--- config.mk ---
export PLATFORM = sky130hd
export DESIGN_NAME = fetch_stage
export DESIGN_NICKNAME = d
export VERILOG_FILES = /design/src/rtl/fetch_stage.sv
export SDC_FILE = /design/constraint.sdc
export NUM_CORES = 1
export LEC_CHECK = 0
export BUFFER_PORTS_ARGS = -buffer_cell sky130_fd_sc_hd__buf_2
export CAP_MARGIN = 20
export CORE_MARGIN = 3
export CORE_UTILIZATION = 30
export DETAILED_ROUTE_END_ITERATION = 8
export PLACE_DENSITY = 0.59
export SYNTH_ARGS = -nofsm -noshare
export SYNTH_HDL_FRONTEND = slang
export SYNTH_SLANG_ARGS = --single-unit
--- constraint.sdc ---
create_clock -name clk -period 6.6 [get_ports clk]
set_clock_uncertainty 0.1 [all_clocks]
set_input_delay 0.66 -clock clk [delete_from_list [all_inputs] [get_ports clk]]
set_output_delay 0.66 -clock clk [all_outputs]
set_load 0.005 [all_outputs]
--- src/rtl/fetch_stage.sv ---
// fetch_stage: single-outstanding instruction fetch with a one-entry hold buffer,
// decode-stage registers and delayed (branch-delay-slot) redirect handling.
module fetch_stage (
    input  logic        clk,
    input  logic        resetn,
    output logic        ireq,
    output logic [31:0] iaddr,
    input  logic        iaddr_ok,
    input  logic        idata_ok,
    input  logic [31:0] idata,
    input  logic        D_stall,
    input  logic        d_jump,
    input  logic [31:0] d_target,
    output logic        D_valid,
    output logic [31:0] D_pc,
    output logic [5:0]  D_icode,
    output logic [4:0]  D_rs,
    output logic [4:0]  D_rt,
    output logic [4:0]  D_rd,
    output logic [4:0]  D_sa,
    output logic [5:0]  D_acode,
    output logic [31:0] f_pc,
    output logic [31:0] pred_pc
);
    localparam logic [1:0] IDLE = 2'd0;
    localparam logic [1:0] REQ  = 2'd1;
    localparam logic [1:0] WAIT = 2'd2;
    localparam logic [1:0] HOLD = 2'd3;
    localparam logic [31:0] RESET_PC = 32'hBFC0_0000;

    logic [1:0]  state_q, state_d;
    logic [31:0] fetch_pc_q, fetch_pc_d;
    logic [31:0] iaddr_q, iaddr_d;
    logic [31:0] buf_q, buf_d;
    logic [31:0] redir_pc_q, redir_pc_d;
    logic        redir_valid_q, redir_valid_d;
    logic        d_valid_q, d_valid_d;
    logic [31:0] d_pc_q, d_pc_d;
    logic [31:0] ir_q, ir_d;
    logic        slot_free, data_in, deliver, redir_now, redir_any;
    logic [31:0] word, redir_tgt, next_pc;

    always_comb begin
        slot_free = !d_valid_q || !D_stall;
        data_in   = idata_ok && (state_q == WAIT || (state_q == REQ && iaddr_ok));
        deliver   = (data_in && slot_free) || (state_q == HOLD && !D_stall);
        word      = (state_q == HOLD) ? buf_q : idata;
        redir_now = d_jump && d_valid_q && !D_stall;
        redir_any = redir_now || redir_valid_q;
        redir_tgt = redir_now ? d_target : redir_pc_q;
        // The word delivered while a redirect is pending is the delay slot; its successor is the target.
        next_pc   = redir_any ? redir_tgt : iaddr_q + 32'd4;
        state_d       = state_q;
        fetch_pc_d    = fetch_pc_q;
        iaddr_d       = iaddr_q;
        buf_d         = buf_q;
        redir_valid_d = redir_any;
        redir_pc_d    = redir_tgt;
        if (state_q == IDLE) begin
            state_d = REQ;
            iaddr_d = fetch_pc_q;
        end else if (deliver) begin
            state_d       = REQ;
            iaddr_d       = next_pc;
            fetch_pc_d    = next_pc;
            redir_valid_d = 1'b0;
        end else if (data_in) begin
            state_d = HOLD;
            buf_d   = idata;
        end else if (state_q == REQ && iaddr_ok) begin
            state_d = WAIT;
        end
        d_valid_d = deliver || (D_stall && d_valid_q);
        d_pc_d    = deliver ? iaddr_q : d_pc_q;
        ir_d      = deliver ? word : (D_stall ? ir_q : 32'd0);
    end

    always_ff @(posedge clk or negedge resetn) begin
        if (!resetn) begin
            state_q       <= IDLE;
            fetch_pc_q    <= RESET_PC;
            iaddr_q       <= RESET_PC;
            buf_q         <= 32'd0;
            redir_pc_q    <= 32'd0;
            redir_valid_q <= 1'b0;
            d_valid_q     <= 1'b0;
            d_pc_q        <= RESET_PC - 32'd4;
            ir_q          <= 32'd0;
        end else begin
            state_q       <= state_d;
            fetch_pc_q    <= fetch_pc_d;
            iaddr_q       <= iaddr_d;
            buf_q         <= buf_d;
            redir_pc_q    <= redir_pc_d;
            redir_valid_q <= redir_valid_d;
            d_valid_q     <= d_valid_d;
            d_pc_q        <= d_pc_d;
            ir_q          <= ir_d;
        end
    end

    assign ireq    = state_q == REQ;
    assign iaddr   = iaddr_q;
    assign D_valid = d_valid_q;
    assign D_pc    = d_pc_q;
    assign D_icode = ir_q[31:26];
    assign D_rs    = ir_q[25:21];
    assign D_rt    = ir_q[20:16];
    assign D_rd    = ir_q[15:11];
    assign D_sa    = ir_q[10:6];
    assign D_acode = ir_q[5:0];
    assign f_pc    = d_pc_q + 32'd4;
    assign pred_pc = d_pc_q + 32'd8;
endmodule

==> results of run 1 <==
==> cell families (layout without fill, tap and decap cells) <==
kind of cell | after synthesis | in the layout | synth area share, %
AND/OR/NAND/NOR | 446 | 446 | 20.8
flip-flops | 196 | 196 | 50.0
AO/OA/AOI/OAI | 151 | 151 | 10.0
buffers and inverters | 90 | 286 | 3.85
multiplexers | 79 | 79 | 8.49
XOR/XNOR | 72 | 72 | 6.36
adder cells (fa/ha/maj) | 3 | 3 | 0.379
other | 0 | 1 | 0
==> worst max-delay path by stage <==
stage	from	end	slack, ps
floorplan	D_pc[20]	f_pc[29]	3810
global placement	D_stall	iaddr[22]	3110
detailed placement	D_stall	fetch_pc_q[20]	3080
CTS	D_pc[19]	f_pc[29]	2920
global route	D_pc[19]	f_pc[29]	2720
finish	D_pc[4]	f_pc[27]	2900
==> per-layer routing <==
metal	vias to the layer above	share of wire (%)	global-route usage [%]
li1	3968	-	-
met1	4020	43	21.6
met2	289	45	25.3
met3	54	9.7	6.79
met4	20	1.7	4.04
met5	-	0.47	0
==> flip-flops by register name, indices dropped and copies added, names as in the netlist, 2 cells and up <==
signal	flops
D_pc	32
buf_q	32
fetch_pc_q	32
iaddr	32
ir_q	32
redir_pc_q	32
state_q	2
==> report_power, final <==
part	total (mW)	internal [mW]	switching (mW)
combinational	2.27	1.05	1.22
clock	1.11	0.574	0.539
sequential	2.48	1.87	0.609
total	5.86	3.49	2.37
==> worst max-delay path, stage by stage, from the launching register on <==
cell and delay, ps:
sky130_fd_sc_hd__dfstp_2 600, sky130_fd_sc_hd__ha_1 280, sky130_fd_sc_hd__nand2_1 130, sky130_fd_sc_hd__nor3_1 450, sky130_fd_sc_hd__nand4_1 310, sky130_fd_sc_hd__nor4_1 430, sky130_fd_sc_hd__xor2_1 170, sky130_fd_sc_hd__buf_2 130
==> metrics by stage <==
| step | utilization (%) | instance area (um2) | hold WS, ps |
|---|---|---|---|
| global route | 37.7 | 12100 | 45.8 |
| global placement | 35.6 | 11400 | 346 |
| finish | 37.7 | 12100 | 31.7 |
| floorplan | - | 9920 | 264 |
| CTS | 37.6 | 12000 | 41.7 |
| detailed placement | 35.6 | 11400 | 351 |
==> synth_stat cells (3+ instances only) <==
cell type	n
sky130_fd_sc_hd__clkbuf_1	45
sky130_fd_sc_hd__and2_1	3
sky130_fd_sc_hd__a22o_1	5
sky130_fd_sc_hd__ha_1	3
sky130_fd_sc_hd__a211oi_1	7
sky130_fd_sc_hd__o211ai_1	7
sky130_fd_sc_hd__nand4_1	30
sky130_fd_sc_hd__and3_1	11
sky130_fd_sc_hd__nor4_1	9
sky130_fd_sc_hd__nand3_1	79
sky130_fd_sc_hd__nor2_1	39
sky130_fd_sc_hd__dfrtp_1	150
sky130_fd_sc_hd__buf_2	19
sky130_fd_sc_hd__nand3b_1	4
sky130_fd_sc_hd__xor2_1	25
sky130_fd_sc_hd__buf_4	5
sky130_fd_sc_hd__nor3_1	13
sky130_fd_sc_hd__dfstp_2	46
sky130_fd_sc_hd__mux2_2	41
sky130_fd_sc_hd__a31oi_1	3
sky130_fd_sc_hd__buf_1	9
sky130_fd_sc_hd__a21oi_1	15
sky130_fd_sc_hd__mux2i_1	38
sky130_fd_sc_hd__a221o_1	11
sky130_fd_sc_hd__xnor2_1	47
sky130_fd_sc_hd__a21o_1	11
sky130_fd_sc_hd__inv_1	11
sky130_fd_sc_hd__or2_2	3
sky130_fd_sc_hd__nand2_1	236
sky130_fd_sc_hd__or3_1	4
sky130_fd_sc_hd__a211o_1	5
sky130_fd_sc_hd__o21ai_0	66
sky130_fd_sc_hd__a22oi_1	8
sky130_fd_sc_hd__a311o_1	3
==> layout make-up <==
| cell class | instances | area [um2] | area share (%) |
|---|---|---|---|
| antenna | 1 | 2.50 | 0.0207 |
| clock buffer | 19 | 454 | 3.76 |
| clock inverter | 13 | 175 | 1.45 |
| inverter | 11 | 41.3 | 0.342 |
| multi-input combinational | 751 | 4600 | 38.1 |
| sequential | 196 | 4960 | 41.1 |
| tap | 435 | 544 | 4.51 |
| timing repair buffer | 243 | 1290 | 10.7 |
==> run_summary.xml, run 1 <==
<?xml version="1.0" encoding="UTF-8"?>
<metrics>
  <group name="status">
    <metric name="outcome" unit="">completed</metric>
  </group>
  <group name="sta">
    <metric name="final.period_utilization" unit="%">56.1</metric>
    <metric name="timing.setup.tns" unit="ps">0</metric>
    <metric name="grt_setup_unrepaired" unit="">no</metric>
    <metric name="final_hold_viol_count" unit="">0</metric>
    <metric name="tightest_slew" unit="ps">1060</metric>
    <metric name="final_max_slew_viol_count" unit="">0</metric>
    <metric name="timing.final.crit_period" unit="ps">3700</metric>
    <metric name="maxSlewHeadroom" unit="%">29.2</metric>
    <metric name="final-setup-viol-count" unit="">0</metric>
    <metric name="max_freq" unit="MHz">270</metric>
    <metric name="final_critical_path_setup_slack" unit="ps">2900</metric>
  </group>
  <group name="floorplanning">
    <metric name="core_area" unit="um2">32000</metric>
    <metric name="chipHeight" unit="um">188</metric>
    <metric name="die_x_extent" unit="um">188</metric>
    <metric name="floorplan.initialDensity" unit="%">30.9</metric>
    <metric name="dieArea" unit="um2">35300</metric>
    <metric name="pin_count" unit="">232</metric>
    <metric name="fp-row-count" unit="">65</metric>
  </group>
  <group name="final_layout">
    <metric name="mostFrequentLayoutCell" unit="">sky130_fd_sc_hd__nand2_1</metric>
    <metric name="num-fill-cells" unit="">3299</metric>
    <metric name="layout_cells_excl_fill" unit="">1669</metric>
    <metric name="post_route_cells_drive_above_1_share" unit="%">30.6</metric>
    <metric name="final_cell_mix" unit="">sky130_fd_sc_hd__nand2_1 (235), sky130_fd_sc_hd__buf_2 (230), sky130_fd_sc_hd__dfrtp_1 (150), sky130_fd_sc_hd__nand3_1 (79), sky130_fd_sc_hd__o21ai_0 (66)</metric>
    <metric name="fin_nets" unit="">1293</metric>
    <metric name="area_growth_syn_to_layout" unit="%">21.7</metric>
  </group>
  <group name="critical_path">
    <metric name="crit_arrival" unit="ps">2940</metric>
    <metric name="worst-r2r-cell-count" unit="">6</metric>
    <metric name="timing.critical_path.required" unit="ps">5840</metric>
    <metric name="cp-end-kind" unit="">primary output</metric>
    <metric name="worstSetupStartpointType" unit="">flop</metric>
    <metric name="ff2ff_setup_slack" unit="ps">3860</metric>
    <metric name="worst_r2r_startpoint" unit="">state_q[1]</metric>
    <metric name="cp_max_fo" unit="">6</metric>
    <metric name="worst_r2r_endpoint" unit="">iaddr[22]</metric>
    <metric name="critPathKind" unit="">reg -&gt; out</metric>
  </group>
  <group name="placement">
    <metric name="detailedPlacementHpwl" unit="mm">20.6</metric>
    <metric name="number_of_cells_in_the_design_after_placement" unit="">1635</metric>
    <metric name="port_buffers" unit="">231</metric>
    <metric name="place.gp.congestion" unit="">0.887</metric>
    <metric name="pre_cts_setup_slack" unit="ps">3080</metric>
  </group>
  <group name="logic_synthesis">
    <metric name="seq_area_frac_synth" unit="%">50.0</metric>
    <metric name="synth.ff_latch_count" unit="">196</metric>
    <metric name="postSynthNetCount" unit="">1110</metric>
    <metric name="synthesis.area_per_instance" unit="um2">9.56</metric>
    <metric name="postSynth.asyncResetShare" unit="%">100</metric>
    <metric name="distinct_cells_synth" unit="">56</metric>
    <metric name="syn_inst" unit="">1037</metric>
    <metric name="synth.cell_area" unit="um2">9920</metric>
    <metric name="synth-warning-count" unit="">0</metric>
    <metric name="synth_area_leaders" unit="">sky130_fd_sc_hd__dfrtp_1 (38%), sky130_fd_sc_hd__dfstp_2 (12%), sky130_fd_sc_hd__nand2_1 (8.9%), sky130_fd_sc_hd__mux2_2 (4.7%), sky130_fd_sc_hd__xnor2_1 (4.2%)</metric>
    <metric name="post-synth-top-area-cell" unit="">sky130_fd_sc_hd__dfrtp_1</metric>
    <metric name="ys_dominant_reg_cell" unit="">sky130_fd_sc_hd__dfrtp_1</metric>
    <metric name="synth.top_cell.area_share" unit="%">37.9</metric>
    <metric name="post_synth_edffs" unit="">0</metric>
  </group>
  <group name="power_and_ir_drop">
    <metric name="worst_ir_drop_vdd" unit="V">0.000189</metric>
    <metric name="power" unit="mW">5.86</metric>
    <metric name="pwr_per_cell_area" unit="nW/um2">486</metric>
    <metric name="power_leakage" unit="nW">5.77</metric>
  </group>
  <group name="global_routing">
    <metric name="gr-usage-all-layers" unit="%">16.5</metric>
    <metric name="first_global_vias" unit="">8154</metric>
    <metric name="number_of_antenna_violations_at_the_first_check_in_global_routing" unit="">10</metric>
    <metric name="grt_first_pass_wirelength" unit="mm">46.8</metric>
    <metric name="maximum_number_of_pins_on_one_net_before_global_route_repair" unit="">79</metric>
    <metric name="global_route.overflow_total" unit="">0</metric>
  </group>
  <group name="clock_tree">
    <metric name="tritoncts" unit="">done</metric>
    <metric name="cts_made_buffers" unit="">17</metric>
    <metric name="cts.reportedPaths.clkPinSlew" unit="ps">80</metric>
    <metric name="holdBufCountCts" unit="">0</metric>
    <metric name="cts.htree.levels" unit="">4</metric>
    <metric name="post_cts_buffers" unit="">0</metric>
    <metric name="cts_resized" unit="">0</metric>
    <metric name="cts_num_sinks" unit="">196</metric>
    <metric name="clk-insertion-delay-late" unit="ps">440</metric>
    <metric name="maximum_count_of_clock_buffers_along_a_single_path" unit="">2</metric>
    <metric name="cts_root_buffer" unit="">sky130_fd_sc_hd__clkbuf_16</metric>
  </group>
  <group name="route">
    <metric name="postRouteAntennaNets" unit="">0</metric>
    <metric name="num_vias" unit="">8351</metric>
    <metric name="remaining_drc_errors" unit="">0</metric>
    <metric name="detail_route.first_pass.iterations" unit="">7</metric>
    <metric name="drc_marker_count_from_the_first_detailed_route_iteration" unit="">506</metric>
    <metric name="detail_route.wirelength" unit="mm">29.3</metric>
    <metric name="detail_route.vias_per_cell" unit="">5.00</metric>
    <metric name="wl_per_cell" unit="um">17.6</metric>
  </group>
  <group name="run">
    <metric name="max_cap_viol" unit="">0</metric>
  </group>
  <group name="worst_hold_path">
    <metric name="hp-class" unit="">in -&gt; async</metric>
  </group>
</metrics>
(Power assumes the default switching activity.)
==> inputs of run 2 (changes only) <==
--- a/config.mk
+++ b/config.mk
@@ -10,7 +10,7 @@
 export CORE_MARGIN = 3
 export CORE_UTILIZATION = 30
 export DETAILED_ROUTE_END_ITERATION = 8
-export PLACE_DENSITY = 0.59
+export PLACE_DENSITY = 0.6
 export SYNTH_ARGS = -nofsm -noshare
 export SYNTH_HDL_FRONTEND = slang
 export SYNTH_SLANG_ARGS = --single-unit
==> constraint.sdc (replaced) <==
create_clock -name clk -period 3.39 [get_ports clk]
set_clock_uncertainty 0.1 [all_clocks]
set_input_delay 0.339 -clock clk [delete_from_list [all_inputs] [get_ports clk]]
set_output_delay 0.339 -clock clk [all_outputs]
set_load 0.005 [all_outputs]
==> run_summary.xml, run 2 (same netlist as run 1, synthesis figures left out) <==
<?xml version="1.0" encoding="UTF-8"?>
<metrics>
  <group name="floorplanning">
    <metric name="dieArea" unit="um2">35300</metric>
    <metric name="pin_count" unit="">232</metric>
    <metric name="die_x_extent" unit="um">188</metric>
    <metric name="chipHeight" unit="um">188</metric>
    <metric name="fp-row-count" unit="">65</metric>
    <metric name="core_area" unit="um2">32000</metric>
    <metric name="floorplan.initialDensity" unit="%">30.9</metric>
  </group>
  <group name="route">
    <metric name="drc_marker_count_from_the_first_detailed_route_iteration" unit="">495</metric>
    <metric name="wl_per_cell" unit="um">17.7</metric>
    <metric name="postRouteAntennaNets" unit="">0</metric>
    <metric name="detail_route.vias_per_cell" unit="">5.00</metric>
    <metric name="detail_route.first_pass.iterations" unit="">5</metric>
    <metric name="num_vias" unit="">8453</metric>
    <metric name="remaining_drc_errors" unit="">0</metric>
    <metric name="detail_route.wirelength" unit="mm">30.0</metric>
  </group>
  <group name="placement">
    <metric name="place.gp.congestion" unit="">0.924</metric>
    <metric name="port_buffers" unit="">231</metric>
    <metric name="detailed_place.area" unit="um2">11500</metric>
    <metric name="detailedPlacementHpwl" unit="mm">21.5</metric>
    <metric name="number_of_cells_in_the_design_after_placement" unit="">1650</metric>
  </group>
  <group name="final_layout">
    <metric name="finish.instance_area" unit="um2">12300</metric>
    <metric name="final_cell_mix" unit="">sky130_fd_sc_hd__nand2_1 (235), sky130_fd_sc_hd__buf_2 (230), sky130_fd_sc_hd__dfrtp_1 (150), sky130_fd_sc_hd__nand3_1 (79), sky130_fd_sc_hd__o21ai_0 (66)</metric>
    <metric name="mostFrequentLayoutCell" unit="">sky130_fd_sc_hd__nand2_1</metric>
    <metric name="layout_cells_excl_fill" unit="">1692</metric>
    <metric name="area_growth_syn_to_layout" unit="%">23.7</metric>
    <metric name="post_route_cells_drive_above_1_share" unit="%">31.4</metric>
    <metric name="fin_nets" unit="">1316</metric>
  </group>
  <group name="clock_tree">
    <metric name="cts.htree.levels" unit="">4</metric>
    <metric name="clk-insertion-delay-late" unit="ps">440</metric>
    <metric name="cts_made_buffers" unit="">17</metric>
    <metric name="cts_root_buffer" unit="">sky130_fd_sc_hd__clkbuf_16</metric>
    <metric name="maximum_count_of_clock_buffers_along_a_single_path" unit="">2</metric>
    <metric name="tritoncts" unit="">done</metric>
    <metric name="cts.reportedPaths.clkPinSlew" unit="ps">90</metric>
    <metric name="cts_num_sinks" unit="">196</metric>
    <metric name="post_cts_buffers" unit="">0</metric>
  </group>
  <group name="global_routing">
    <metric name="first_global_vias" unit="">8403</metric>
    <metric name="global_route.overflow_total" unit="">0</metric>
    <metric name="gr-usage-all-layers" unit="%">16.8</metric>
    <metric name="number_of_antenna_violations_at_the_first_check_in_global_routing" unit="">8</metric>
    <metric name="grt_first_pass_wirelength" unit="mm">47.8</metric>
    <metric name="maximum_number_of_pins_on_one_net_before_global_route_repair" unit="">94</metric>
  </group>
  <group name="sta">
    <metric name="grt_setup_unrepaired" unit="">no</metric>
    <metric name="final.period_utilization" unit="%">92.1</metric>
    <metric name="max_freq" unit="MHz">320</metric>
    <metric name="final_max_slew_viol_count" unit="">0</metric>
    <metric name="hold-worst-slack" unit="ps">21.9</metric>
    <metric name="final_hold_viol_count" unit="">0</metric>
    <metric name="tightest_slew" unit="ps">787</metric>
    <metric name="final-setup-viol-count" unit="">0</metric>
    <metric name="timing.setup.tns" unit="ps">0</metric>
    <metric name="timing.final.crit_period" unit="ps">3120</metric>
    <metric name="maxSlewHeadroom" unit="%">47.5</metric>
  </group>
  <group name="power_and_ir_drop">
    <metric name="worst_ir_drop_vdd" unit="V">0.000463</metric>
    <metric name="pwr_per_cell_area" unit="nW/um2">937</metric>
    <metric name="power_leakage" unit="nW">5.87</metric>
    <metric name="power" unit="mW">11.5</metric>
  </group>
  <group name="worst_hold_path">
    <metric name="hold_path_startpoint" unit="">d_target[28]</metric>
    <metric name="hp-class" unit="">in -&gt; reg</metric>
  </group>
  <group name="critical_path">
    <metric name="cp-end-kind" unit="">primary output</metric>
    <metric name="timing.critical_path.required" unit="ps">2950</metric>
    <metric name="crit_family" unit="">simple AND/OR/NAND/NOR gates</metric>
    <metric name="path_buf_inv" unit="">1</metric>
    <metric name="critical_path_s_slowest_cell" unit="">sky130_fd_sc_hd__dfstp_2</metric>
    <metric name="worstSetupStartpointType" unit="">flop</metric>
    <metric name="cp_max_fo" unit="">6</metric>
    <metric name="cp-startpoint" unit="">D_pc[4]</metric>
    <metric name="critical_path.cell_chain" unit="">ha_1 &gt; nand2_1 &gt; nor3_2 &gt; nand4_1 &gt; nor4_1 &gt; xor2_1 &gt; buf_2</metric>
    <metric name="timing.critical_path.slowest_cell_delay" unit="ps">590</metric>
    <metric name="critPathKind" unit="">reg -&gt; out</metric>
    <metric name="worst_r2r_startpoint" unit="">iaddr[5]</metric>
    <metric name="crit_arrival" unit="ps">2680</metric>
  </group>
  <group name="run">
    <metric name="max_cap_viol" unit="">0</metric>
  </group>
  <group name="status">
    <metric name="outcome" unit="">completed</metric>
  </group>
</metrics>
## run 2: layout make-up
| type | instances | area [um2] |
|---|---|---|
| Multi-Input combinational cell | 751 | 4620 |
| Antenna cell | 1 | 2.50 |
| Sequential cell | 196 | 4960 |
| Clock buffer | 18 | 439 |
| Clock inverter | 14 | 173 |
| Tap cell | 435 | 544 |
| Timing Repair Buffer | 266 | 1490 |
| Fill cell | 3318 | 19800 |
| Inverter | 11 | 41.3 |
## run 2: layer usage
metal	part of all wire, %	track usage (%)	wire length (um)
met1	45	22.1	13500
met2	45	26.5	13500
met3	7.8	5.27	2350
met4	2.0	4.94	604
met5	0.24	0	72
## run 2: final timing paths
| kind | endpoint | slack [ps] | cells after the start |
|---|---|---|---|
| min | redir_pc_q[28] | 20 | 3 |
| max in group asynchronous | buf_q[18] | 1890 | 3 |
| min in group asynchronous | buf_q[23] | 420 | 2 |
| max reg2reg | fetch_pc_q[23] | 970 | 5 |
| min reg2reg | fetch_pc_q[27] | 360 | 2 |
| max | f_pc[27] | 270 | 7 |
## run 2: where the power goes
group / total, mW / leakage (nW) / internal (mW) / switching [mW]
sequential: 4.77 / 2.34 / 3.64 / 1.13
combinational: 4.63 / 3.23 / 2.13 / 2.50
clock: 2.10 / 0.297 / 1.02 / 1.07
total: 11.5 / 5.87 / 6.80 / 4.70
## run 2: stage by stage
step / setup slack, ps / util, %
2_1_floorplan: 920 / -
3_3_place_gp: 646 / 36.0
3_5_place_dp: 566 / 36.0
4_1_cts: 75.8 / 38.2
5_1_grt: 117 / 38.3
6_report: 268 / 38.3
## run 2: what timing repair did
action / in CTS / in global routing
resized for setup: 0 / 2
endpoints found under the hold margin: 68 / 0
hold buffers: 8 / 0
endpoints found under the setup margin: 0 / 5
## run 2: worst reg2reg max path, cell delays in order, from the launching register on
cell	delay [ps]
sky130_fd_sc_hd__dfrtp_1	610
sky130_fd_sc_hd__nand3_1	290
sky130_fd_sc_hd__nor4_4	670
sky130_fd_sc_hd__nand4_1	190
sky130_fd_sc_hd__xnor2_1	170
sky130_fd_sc_hd__a221o_1	320
==> inputs of run 3 (changes only) <==
--- a/config.mk
+++ b/config.mk
@@ -5,7 +5,7 @@
 export SDC_FILE = /design/constraint.sdc
 export NUM_CORES = 1
 export LEC_CHECK = 0
-export BUFFER_PORTS_ARGS = -buffer_cell sky130_fd_sc_hd__buf_2
+export BUFFER_PORTS_ARGS = -buffer_cell sky130_fd_sc_hd__buf_4
 export CAP_MARGIN = 20
 export CORE_MARGIN = 3
 export CORE_UTILIZATION = 30
==> run_summary.xml, run 3 (same netlist as run 1, synthesis figures left out) <==
<?xml version="1.0" encoding="UTF-8"?>
<metrics>
  <group name="sta">
    <metric name="tightest_slew" unit="ps">741</metric>
    <metric name="final-setup-viol-count" unit="">0</metric>
    <metric name="maxSlewHeadroom" unit="%">50.2</metric>
    <metric name="final_max_slew_viol_count" unit="">0</metric>
    <metric name="final_hold_viol_count" unit="">0</metric>
    <metric name="timing.setup.tns" unit="ps">0</metric>
    <metric name="timing.final.crit_period" unit="ps">3150</metric>
    <metric name="hold-worst-slack" unit="ps">21.1</metric>
    <metric name="final.period_utilization" unit="%">93.1</metric>
    <metric name="grt_setup_unrepaired" unit="">no</metric>
    <metric name="max_freq" unit="MHz">317</metric>
  </group>
  <group name="floorplanning">
    <metric name="fp-row-count" unit="">65</metric>
    <metric name="die_x_extent" unit="um">188</metric>
    <metric name="pin_count" unit="">232</metric>
    <metric name="core_area" unit="um2">32000</metric>
    <metric name="chipHeight" unit="um">188</metric>
    <metric name="floorplan.initialDensity" unit="%">30.9</metric>
    <metric name="dieArea" unit="um2">35300</metric>
  </group>
  <group name="clock_tree">
    <metric name="cts.htree.levels" unit="">4</metric>
    <metric name="cts.reportedPaths.clkPinSlew" unit="ps">80</metric>
    <metric name="cts_root_buffer" unit="">sky130_fd_sc_hd__clkbuf_16</metric>
    <metric name="cts_num_sinks" unit="">196</metric>
    <metric name="clk-insertion-delay-late" unit="ps">440</metric>
    <metric name="tritoncts" unit="">done</metric>
    <metric name="maximum_count_of_clock_buffers_along_a_single_path" unit="">2</metric>
    <metric name="cts_made_buffers" unit="">17</metric>
  </group>
  <group name="route">
    <metric name="drc_marker_count_from_the_first_detailed_route_iteration" unit="">459</metric>
    <metric name="postRouteAntennaNets" unit="">0</metric>
    <metric name="detail_route.vias_per_cell" unit="">4.96</metric>
    <metric name="detail_route.wirelength" unit="mm">30.2</metric>
    <metric name="remaining_drc_errors" unit="">0</metric>
    <metric name="num_vias" unit="">8382</metric>
    <metric name="detail_route.first_pass.iterations" unit="">5</metric>
    <metric name="wl_per_cell" unit="um">17.8</metric>
  </group>
  <group name="global_routing">
    <metric name="maximum_number_of_pins_on_one_net_before_global_route_repair" unit="">92</metric>
    <metric name="global_route.overflow_total" unit="">0</metric>
    <metric name="first_global_vias" unit="">8435</metric>
    <metric name="grt_first_pass_wirelength" unit="mm">48.4</metric>
    <metric name="gr-usage-all-layers" unit="%">17.0</metric>
    <metric name="number_of_antenna_violations_at_the_first_check_in_global_routing" unit="">6</metric>
  </group>
  <group name="final_layout">
    <metric name="num-fill-cells" unit="">3252</metric>
    <metric name="mostFrequentLayoutCell" unit="">sky130_fd_sc_hd__buf_4</metric>
    <metric name="post_route_cells_drive_above_1_share" unit="%">31.2</metric>
    <metric name="fin_nets" unit="">1315</metric>
    <metric name="finalCoreUtilization" unit="%">40.0</metric>
    <metric name="finish.instance_area" unit="um2">12800</metric>
    <metric name="area_growth_syn_to_layout" unit="%">29.2</metric>
    <metric name="final_cell_mix" unit="">sky130_fd_sc_hd__buf_4 (253), sky130_fd_sc_hd__nand2_1 (235), sky130_fd_sc_hd__dfrtp_1 (150), sky130_fd_sc_hd__nand3_1 (79), sky130_fd_sc_hd__o21ai_0 (66)</metric>
  </group>
  <group name="placement">
    <metric name="place.gp.congestion" unit="">0.936</metric>
    <metric name="detailedPlacementHpwl" unit="mm">22.1</metric>
    <metric name="port_buffers" unit="">231</metric>
    <metric name="detailed_place.area" unit="um2">12100</metric>
  </group>
  <group name="critical_path">
    <metric name="timing.critical_path.required" unit="ps">2950</metric>
    <metric name="critPathKind" unit="">reg -&gt; out</metric>
    <metric name="worstSetupStartpointType" unit="">flop</metric>
    <metric name="worst_r2r_startpoint" unit="">iaddr[3]</metric>
    <metric name="cp-end-kind" unit="">primary output</metric>
    <metric name="ff2ff_setup_slack" unit="ps">770</metric>
    <metric name="cp-startpoint" unit="">D_pc[4]</metric>
    <metric name="crit_arrival" unit="ps">2720</metric>
    <metric name="cp_max_fo" unit="">6</metric>
  </group>
  <group name="run">
    <metric name="max_cap_viol" unit="">0</metric>
  </group>
  <group name="status">
    <metric name="outcome" unit="">completed</metric>
  </group>
  <group name="power_and_ir_drop">
    <metric name="worst_ir_drop_vdd" unit="V">0.000410</metric>
    <metric name="pwr_per_cell_area" unit="nW/um2">937</metric>
    <metric name="power" unit="mW">12.0</metric>
    <metric name="power_leakage" unit="nW">5.98</metric>
  </group>
  <group name="worst_hold_path">
    <metric name="hold_path_startpoint" unit="">d_target[30]</metric>
    <metric name="hp-class" unit="">in -&gt; reg</metric>
  </group>
</metrics>
==> run 3: cell count changes in the layout (fill, tap and decap cells not counted), moves of 2 or more <==
cell,previous run,this run
sky130_fd_sc_hd__dlygate4sd3_1,8,10
sky130_fd_sc_hd__clkinv_8,5,3
sky130_fd_sc_hd__buf_4,24,253
sky130_fd_sc_hd__buf_12,3,1
sky130_fd_sc_hd__buf_2,230,0
==> run 3: repair_timing <==
action,CTS,global route
buffers inserted,0,0
gates resized for setup,0,2
hold buffers,10,0
endpoints found under the setup margin,0,2
hold endpoints to repair,65,0
==> run 3: path summary, 6_finish.rpt <==
path,to,cells after the start
setup / recovery,f_pc[27],7
hold / removal,redir_pc_q[30],3
setup reg to reg,iaddr[18],6
hold reg to reg,fetch_pc_q[28],2
max in group asynchronous,buf_q[22],3
min in group asynchronous,buf_q[23],2
==> run 3: metal layers <==
layer  vias up  routed length (um)  GRT usage, %
li1       4014                   -             -
met1      4012               13700          23.1
met2       310               13600          26.5
met3        36                2470          5.33
met4        10                 366          4.10
met5         -                  61             0
==> run 3: worst max-delay path, cell delays in order, from the launching register on <==
cell                      delay, ps
sky130_fd_sc_hd__dfstp_2        590
sky130_fd_sc_hd__ha_1           260
sky130_fd_sc_hd__nand2_1        130
sky130_fd_sc_hd__nor3_2         270
sky130_fd_sc_hd__nand4_1        270
sky130_fd_sc_hd__nor4_1         420
sky130_fd_sc_hd__xor2_1         200
sky130_fd_sc_hd__buf_4          130
==> run 3: area by class of cell <==
class / instances / area (um2) / area share, %
clock inverter: 14 / 179 / 1.40
timing repair buffer: 265 / 2030 / 15.9
inverter: 11 / 41.3 / 0.322
antenna: 1 / 2.50 / 0.0195
sequential: 196 / 4960 / 38.7
tap: 435 / 544 / 4.25
multi-input combinational: 751 / 4620 / 36.0
clock buffer: 18 / 429 / 3.35
==> run 3: power breakdown <==
part	total [mW]	internal, mW	leakage, nW	switching (mW)
clock network	2.10	1.07	0.298	1.03
registers	4.85	3.64	2.34	1.21
logic	5.05	2.56	3.34	2.50
total	12.0	7.27	5.98	4.73
==> run 3: through the flow <==
step | setup slack (ps) | cells
finish | 235 | 1691
global route | 46.7 | 1691
CTS | 84.9 | 1690
detailed placement | 578 | 1648
global placement | 616 | 1648
floorplan | 920 | 1037
